**src/rtl/dmem_ctrl.sv**
```systemverilog
// Data-side SRAM controller: posted store buffer drained by a SETUP/STROBE/HOLD
// write FSM, single-cycle loads registered into rdata at the MEM->WB edge.
module dmem_ctrl #(
  parameter int SB_DEPTH = 4,
  parameter int ADDR_W   = 20
) (
  input  logic              clk,
  input  logic              rst,
  input  logic [31:0]       mem_addr,
  input  logic [31:0]       mem_wdata,
  input  logic              mem_we,
  input  logic              mem_oe,
  input  logic              mem_wb,
  output logic              mem_stall,
  output logic [31:0]       rdata,
  output logic [ADDR_W-1:0] sram_addr,
  output logic [31:0]       sram_dout,
  output logic              sram_dout_en,
  input  logic [31:0]       sram_din,
  output logic [3:0]        sram_be_n,
  output logic              sram_ce_n,
  output logic              sram_oe_n,
  output logic              sram_we_n
);
  localparam int PW = $clog2(SB_DEPTH);

  localparam logic [1:0] S_IDLE   = 2'd0;
  localparam logic [1:0] S_SETUP  = 2'd1;
  localparam logic [1:0] S_STROBE = 2'd2;
  localparam logic [1:0] S_HOLD   = 2'd3;

  logic [ADDR_W-1:0] r_sb_addr [SB_DEPTH];
  logic [31:0]       r_sb_data [SB_DEPTH];
  logic [3:0]        r_sb_be_n [SB_DEPTH];
  logic [PW-1:0]     r_wptr, r_rptr;
  logic [PW:0]       r_count;
  logic [1:0]        r_state;
  logic [31:0]       r_rdata;

  logic [ADDR_W-1:0] w_waddr;
  logic [31:0]       w_wdata;
  logic [3:0]        w_be_n;
  logic              w_hit, w_full, w_stall, w_push, w_pop, w_ld;
  logic [PW-1:0]     w_off;
  logic [7:0]        w_byte;

  assign w_waddr = mem_addr[ADDR_W+1:2];
  assign w_wdata = mem_wb ? {4{mem_wdata[7:0]}} : mem_wdata;
  assign w_be_n  = mem_wb ? ~(4'b0001 << mem_addr[1:0]) : 4'b0000;
  assign w_full  = (r_count == (PW+1)'(SB_DEPTH));

  // RAW check covers every live entry, including the head being written
  always_comb begin
    w_hit = 1'b0;
    w_off = '0;
    for (int i = 0; i < SB_DEPTH; i++) begin
      w_off = i[PW-1:0] - r_rptr;
      if (({1'b0, w_off} < r_count) && (r_sb_addr[i] == w_waddr)) w_hit = 1'b1;
    end
  end

  assign w_stall = !rst && ((mem_we && w_full) ||
                   (mem_oe && (w_hit || r_state == S_STROBE || r_state == S_HOLD)));
  assign mem_stall = w_stall;
  assign w_push = mem_we && !w_stall && !rst;
  assign w_ld   = mem_oe && !w_stall && !rst;
  assign w_pop  = (r_state == S_HOLD);
  assign w_byte = sram_din[8*mem_addr[1:0] +: 8];

  always_ff @(posedge clk) begin
    if (w_push) begin
      r_sb_addr[r_wptr] <= w_waddr;
      r_sb_data[r_wptr] <= w_wdata;
      r_sb_be_n[r_wptr] <= w_be_n;
    end
  end

  always_ff @(posedge clk or posedge rst) begin
    if (rst) begin
      r_wptr  <= '0;
      r_rptr  <= '0;
      r_count <= '0;
      r_state <= S_IDLE;
      r_rdata <= '0;
    end else begin
      if (w_push) r_wptr <= r_wptr + 1'b1;
      if (w_pop)  r_rptr <= r_rptr + 1'b1;
      r_count <= r_count + (PW+1)'(w_push) - (PW+1)'(w_pop);
      if (w_ld) r_rdata <= mem_wb ? {{24{w_byte[7]}}, w_byte} : sram_din;
      case (r_state)
        S_IDLE:   if (r_count != '0) r_state <= S_SETUP;
        S_SETUP:  if (!w_ld) r_state <= S_STROBE;
        S_STROBE: r_state <= S_HOLD;
        default:  r_state <= (r_count > (PW+1)'(1)) ? S_SETUP : S_IDLE;
      endcase
    end
  end

  assign rdata = r_rdata;

  // An accepted load owns the bus; it can only coincide with IDLE or SETUP
  always_comb begin
    sram_addr    = '0;
    sram_dout    = '0;
    sram_dout_en = 1'b0;
    sram_be_n    = 4'hF;
    sram_ce_n    = 1'b1;
    sram_oe_n    = 1'b1;
    sram_we_n    = 1'b1;
    if (!rst) begin
      if (w_ld) begin
        sram_addr = w_waddr;
        sram_be_n = 4'h0;
        sram_ce_n = 1'b0;
        sram_oe_n = 1'b0;
      end else if (r_state != S_IDLE) begin
        sram_addr    = r_sb_addr[r_rptr];
        sram_dout    = r_sb_data[r_rptr];
        sram_be_n    = r_sb_be_n[r_rptr];
        sram_dout_en = 1'b1;
        sram_ce_n    = 1'b0;
        sram_we_n    = (r_state != S_STROBE);
      end
    end
  end
endmodule
```
**config.mk**
```make
export PLATFORM = sky130hd
export DESIGN_NAME = dmem_ctrl
export DESIGN_NICKNAME = d
export VERILOG_FILES = /design/src/rtl/dmem_ctrl.sv
export SDC_FILE = /design/constraint.sdc
export NUM_CORES = 1
export LEC_CHECK = 0
export BUFFER_PORTS_ARGS = -buffer_cell sky130_fd_sc_hd__buf_2
export CAP_MARGIN = 20
export CORE_MARGIN = 2
export CORE_UTILIZATION = 57
export CTS_CLUSTER_SIZE = 20
export DETAILED_ROUTE_END_ITERATION = 6
export GPL_ROUTABILITY_DRIVEN = 0
export PLACE_DENSITY = 0.79
export SLEW_MARGIN = 20
export SYNTH_ARGS = -nofsm -noshare
export SYNTH_HDL_FRONTEND = slang
export SYNTH_SLANG_ARGS = --single-unit
export TNS_END_PERCENT = 100
```
**constraint.sdc**
```tcl
create_clock -name clk -period 7.5 [get_ports clk]
set_clock_uncertainty 0.2 [all_clocks]
set_input_delay 1.125 -clock clk [delete_from_list [all_inputs] [get_ports clk]]
set_output_delay 1.125 -clock clk [all_outputs]
set_load 0.02 [all_outputs]
```
# --- After elaboration in Yosys (flattened, before gate mapping) ---
# Memory sizes are Yosys's and may differ from the RTL's.
# Cells that the tools add are included.
totals:
  regBits: 41
  ram_bits: 224
  in_bits: 101
  output_inout_bits: 93
  word_cells: 88
  mem_count: 3
op_classes:
  n_addsub: 8
  magnitude_cmp: 5
  n_eq_ne: 11
  n_shift: 2
  muxes: 33
  bitwise: 1
  n_reduce_logical: 20
memory_table:
  columns: ["name", "words", "word_bits", "rd", "rd_ports_with_merged_regs", "wr", "line", "text"]
  rows:
  - ["r_sb_data", 4, 32, 1, 0, 1, "33", "logic [31:0] r_sb_data [SB_DEPTH];"]
  - ["r_sb_addr", 4, 20, 5, 0, 1, "32", "logic [ADDR_W-1:0] r_sb_addr [SB_DEPTH];"]
  - ["r_sb_be_n", 4, 4, 1, 0, 1, "34", "logic [3:0] r_sb_be_n [SB_DEPTH];"]
op_table:
  columns: ["operator", "count"]
  rows:
  - ["$mux W32", 5]
  - ["$eq A20 B20 Y1", 4]
  - ["$mux W20", 3]
  - ["$shiftx A32 B6 Y8", 1]
  - ["$mux W1", 18]
  - ["$mux W4", 4]
  - ["$lt A2 B3 Y1", 4]
  - ["$logic_and A1 B1 Y1", 11]
  - ["$ne A2 B2 Y1 const B", 3]
  - ["$pmux W2 S3", 1]
  - ["$add A2 B1 Y2 const B", 2]
  - ["$eq A2 B2 Y1 const B", 2]
  - ["$mux W2", 2]
  - ["$not A4 Y4", 1]
  - ["$shl A1 B2 Y4 const A", 1]
  - ["$sub A1 B2 Y2 const A", 2]
  - ["$sub A2 B2 Y2 const A", 2]
  - ["$add A3 B1 Y3", 1]
  - ["$eq A3 B3 Y1 const B", 1]
  - ["$gt A3 B1 Y1 const B", 1]
  - ["$logic_or A1 B1 Y1", 3]
  - ["$reduce_bool A3 Y1", 1]
  - ["$sub A3 B1 Y3", 1]
  - ["$eq A2 B1 Y1 const B", 1]
  - ["4 further kinds", 5]

# --- Longest topological paths before layout ---
logic_depth:
  word_depth: 17
  depth_mapped: 16
  ltp_nobuf: 14

# --- Worst setup path before layout ---
# No wires, ideal clock.
synth_path:
  kind: "reg2reg"
  startpoint: "register r_rptr[0]"
  endpoint: "memory r_sb_addr[0][0], enable pin"
  arrival_ns: 4.622
  required_time_ns: 6.830
  path_slack_ns: 2.208
  path_stages_with_launch: 12
  n_path_buf: 3
  path_cell_list: "dfrtp_1 -> buf_4 -> buf_2 -> buf_2 -> xnor2_1 -> ha_1 -> a21oi_1 -> o2111ai_1 -> nor3_2 -> nor4_4 -> a21oi_4 -> nor2_1"
synth_between:
  elab_chain_cells: 17
  word_cells_on_any_way: 26
  classes_between: "add/sub (4); order compare (4); mux (6); reduce/logical (12)"
synth_lines:
  columns: ["element", "line", "text"]
  rows:
  - ["start: declaration", "35", "logic [PW-1:0] r_wptr, r_rptr;"]
  - ["start signal: assignment", "87", "if (w_pop) r_rptr <= r_rptr + 1'b1;"]
  - ["$sub A1 B2 Y2", "57", "w_off = i[PW-1:0] - r_rptr;"]
  - ["$lt A2 B3 Y1", "58", "if (({1'b0, w_off} < r_count) && (r_sb_addr[i] == w_waddr)) w_hit = 1'b1;"]
  - ["$logic_and A1 B1 Y1", "58", null]
  - ["$mux W1 (3 in a row)", "58", null]
  - ["$mux W1 *", "58", null]
  - ["$logic_or A1 B1 Y1 * (2 in a row)", "63", "(mem_oe && (w_hit || r_state == S_STROBE || r_state == S_HOLD)));"]
  - ["$logic_and A1 B1 Y1 *", "63", null]
  - ["$logic_or A1 B1 Y1 *", "62", "assign w_stall = !rst && ((mem_we && w_full) ||"]
  - ["$logic_and A1 B1 Y1 *", "62", null]
  - ["$logic_not A1 Y1 *", "65", "assign w_push = mem_we && !w_stall && !rst;"]
  - ["$logic_and A1 B1 Y1 * (2 in a row)", "65", null]
  - ["$mux W1 *", "71", "if (w_push) begin"]
  - ["$mux W1 (not written as such) *", "72", "r_sb_addr[r_wptr] <= w_waddr;"]
  - ["end: declaration", "32", null]
# Every way passes the cells marked *; elsewhere a longest branch is shown, timed or not.

# --- Worst setup path in the final report ---
layout_path:
  startpoint: "register r_rptr[0]"
  endpoint: "output sram_be_n[2]"
layout_between:
  elab_chain_cells: 17
  word_cells_on_any_way: 28
  classes_between: "add/sub (4); order compare (4); mux (7); reduce/logical (12); memory (1)"
layout_lines:
  columns: ["element", "line", "text"]
  rows:
  - ["$sub A1 B2 Y2", "57", null]
  - ["$lt A2 B3 Y1", "58", null]
  - ["$logic_and A1 B1 Y1", "58", null]
  - ["$mux W1 (4 in a row)", "58", null]
  - ["$logic_or A1 B1 Y1 (2 in a row)", "63", null]
  - ["$logic_and A1 B1 Y1", "63", null]
  - ["$logic_or A1 B1 Y1", "62", null]
  - ["$logic_and A1 B1 Y1", "62", null]
  - ["$logic_not A1 Y1", "66", "assign w_ld = mem_oe && !w_stall && !rst;"]
  - ["$logic_and A1 B1 Y1 (2 in a row)", "66", null]
  - ["$mux W4 *", "111", "if (w_ld) begin"]
  - ["$mux W4 *", "110", "if (!rst) begin"]
  - ["end: declaration", "20", "output logic [3:0] sram_be_n,"]
# Marked as above.

==> run_results.csv <==
group,metric,value,unit
setup_path,cp_slowest_cell,"dfrtp_4",
power_and_ir_drop,swShare,34.2,%
drt,wl,28.6,mm
yosys,ys.flop_type,"edfxtp_1",
timing,finalSetupViolations,0,
clocking,postCtsSetupBuffers,0,
global_route,antenna_found_initial,2,
drt,dr.pass1.iters,5,
setup_path,r2r_slack,3.04,ns
setup_path,path_max_fanout,54,
layout,syn2layout_area_growth,16.6,%
clocking,cts_inserted_buffers,27,
yosys,synth_area_leaders,"edfxtp_1 54%, mux4_2 10%, dfrtp_1 8.3%, xor2_1 4.1%, mux2_1 2.9%",
layout,diodes,0,
drt,vias_per_cell,5.90,
yosys,synth_area,12400,um^2
setup_path,arrival,4.66,ns
yosys,syn_inst,840,
placement,io_buffers,183,
drt,antenna_left,0,
yosys,synth_seq_cells,265,
outcome,status,"finished clean",
setup_path,crit_type,"register to output pin",
power_and_ir_drop,switching_power,0.00181,W
placement,hpwl,18.2,mm
timing,finalMaxSlewViolations,0,
yosys,synth_top_area_share,54.1,%
drt,vias,7714,
floorplan,core,21600,um^2
timing,worst_pin_slew,0.823,ns
drt,drt_iter0_markers,650,
setup_path,worst_path_most_repeated_cell,"buf_4",
timing,period_needed,5.99,ns
floorplan,initial_core_util,57.5,%
clocking,cts.repair.resized,0,
global_route,grt_pass1_vias,7738,
setup_path,critical_path.cell_chain,"buf_4 > a21oi_1 > o21ai_0 > nand4_1 > o22ai_1 > nor4_4 > nand3_4 > buf_4 > o21a_1 > buf_2",
setup_path,crit_required,6.17,ns
yosys,yosysMostFrequentCell,"edfxtp_1",
setup_path,cp-end-kind,"output pin",
drt,drc_errors,0,
global_route,grtUsageTotal,24.9,%
power_and_ir_drop,leakagePower,5.91,nW
floorplan,die_h,152,um
yosys,syn_nets,958,
power_and_ir_drop,p_clk_share,24.9,%
global_route,grt_max_degree,70,
floorplan,rows,54,
yosys,seq_area_frac_synth,62.4,%
yosys,async_reset_ff_share,15.5,%
clocking,hold_buffers,0,
yosys,synth_top_area_cell,"edfxtp_1",
setup_path,start_kind,"register",
timing,slew_headroom,45.2,%
yosys,avgSynthCellArea,14.8,um^2
floorplan,chipWidth,152,um
timing,rsz0062_at_grt,"no",
setup_path,regToRegStartpoint,"r_rptr[0]",
power_and_ir_drop,pwr-share-comb,35.0,%
min_path,hp-class,"register to register",
layout,drive_gt1_share,30.0,%
global_route,grt_first_pass_wirelength,43.1,mm
power_and_ir_drop,power_density,365,nW/um^2
power_and_ir_drop,power_frac_seq,40.1,%
setup_path,crit_end,"sram_be_n[2]",
timing,finalSetupTns,0,ns
clocking,clk-insertion-delay-late,0.53,ns
setup_path,crit_path_start,"r_rptr[0]",
drt,wl_per_cell,21.9,um
timing,fin_crit_sh,79.8,%
floorplan,die-area,23000,um^2
clocking,htree_levels,1,
yosys,synth_edf_count,224,
global_route,grt_overflow,0,
clocking,path_clk_slew,0.06,ns
yosys,ys_warn_count,0,
clocking,cts.sinks,265,
clocking,cts_buffer_depth,3,
layout,utilization,67.0,%
clocking,tritoncts,"done",
timing,hold_viol,0,
power_and_ir_drop,intPower,0.00348,W
yosys,ys_types,42,
yosys,yosys-top-cells-count,"224 x edfxtp_1, 76 x inv_1, 58 x o21ai_0, 58 x xor2_1, 57 x mux4_2",
power_and_ir_drop,power,0.00529,W
power_and_ir_drop,vdd_drop_max,0.221,mV
job,cap_viol_max_count,0,
setup_path,reg2regPathDepth,9,
layout,num-nets-final,1124,
clocking,cts-root-buf,"clkbuf_16",
floorplan,io_pins,194,
setup_path,rr_endpoint,"rdata[22]",
setup_path,slowest_delay,0.80,ns
timing,clock.fmax,167,MHz
min_path,hp-start,"rdata[19]",
[metal layers]
| metal | GRT usage, % | up-vias | part of all wire [%] |
|---|---|---|---|
| met5 | 0 | - | 0.066 |
| met4 | 8.19 | 4 | 3.1 |
| met3 | 4.25 | 64 | 7.8 |
| met2 | 41.2 | 329 | 50 |
| met1 | 34.0 | 3897 | 39 |
| li1 | - | 3420 | - |
[power by group through the flow]
stage                     combinational (W)  clock (W)  sequential, W
after floorplan                     0.00123          0        0.00217
after global placement              0.00179          0        0.00214
after detailed placement            0.00182          0        0.00215
after CTS                           0.00184    0.00133        0.00213
after global routing                0.00199    0.00138        0.00216
final                               0.00185    0.00132        0.00212
[through the flow]
stage	setup slack (ns)	area, um^2	std cells	hold slack, ns
3_5_place_dp	1.89	13500	1254	0.275
3_3_place_gp	1.99	13500	1253	0.270
4_1_cts	1.43	14400	1304	0.289
5_1_grt	1.18	14500	1307	0.296
2_1_floorplan	2.21	12400	840	0.298
6_report	1.51	14500	1307	0.283
[how the worst min path moves through the flow]
stage,end,slack [ns],depth (start not counted)
floorplan,r_wptr[0],0.30,1
detailed placement,rdata[28],0.28,1
global route,rdata[6],0.30,1
CTS,rdata[28],0.29,1
global placement,rdata[4],0.27,1
finish,rdata[19],0.28,1
[cell usage in the layout, fill, tap and decap left out, drive strengths merged, types with 21 or more instances in the layout]
cell type	Yosys	layout
inv	76	79
xnor2	27	27
o21ai	59	59
dfrtp	41	41
mux2	34	34
xor2	58	58
and3	35	35
edfxtp	224	224
mux4	57	57
mux2i	21	21
buf	32	198
clkbuf	29	33
nand2	51	51
[cell families after synthesis]
| family | count (synthesis) | synth area share [%] |
|---|---|---|
| AOI/OAI and AO/OA | 93 | 4.47 |
| xor gates and xnor gates | 85 | 5.99 |
| adders and majority gates | 17 | 1.77 |
| buffers and inverters | 137 | 4.64 |
| DFF | 265 | 62.4 |
| muxes | 112 | 15.1 |
| and+or+nand+nor | 131 | 5.64 |
[flip-flops by register name, indices dropped and copies added, names as in the netlist]
name,count
r_sb_data,128
r_sb_addr,80
rdata,32
r_sb_be_n,16
r_count,3
r_rptr,2
r_state,2
r_wptr,2
[layout make-up]
| type | instances | area [um^2] |
|---|---|---|
| clock buffer | 33 | 698 |
| clock inverter | 17 | 164 |
| fill | 1515 | 7130 |
| inverter | 76 | 285 |
| multi-input combinational | 438 | 4140 |
| sequential | 265 | 7760 |
| tap | 280 | 350 |
| timing repair buffer | 198 | 1100 |
[worst max-delay path, delay by kind of cell (launching register included)]
kind | cells | cell delay [ns]
DFF | 1 | 0.80
buffers and inverters | 3 | 1.39
and+or+nand+nor | 3 | 0.88
AOI/OAI and AO/OA | 4 | 0.96
Note: power is estimated with default switching activity, not from simulation.
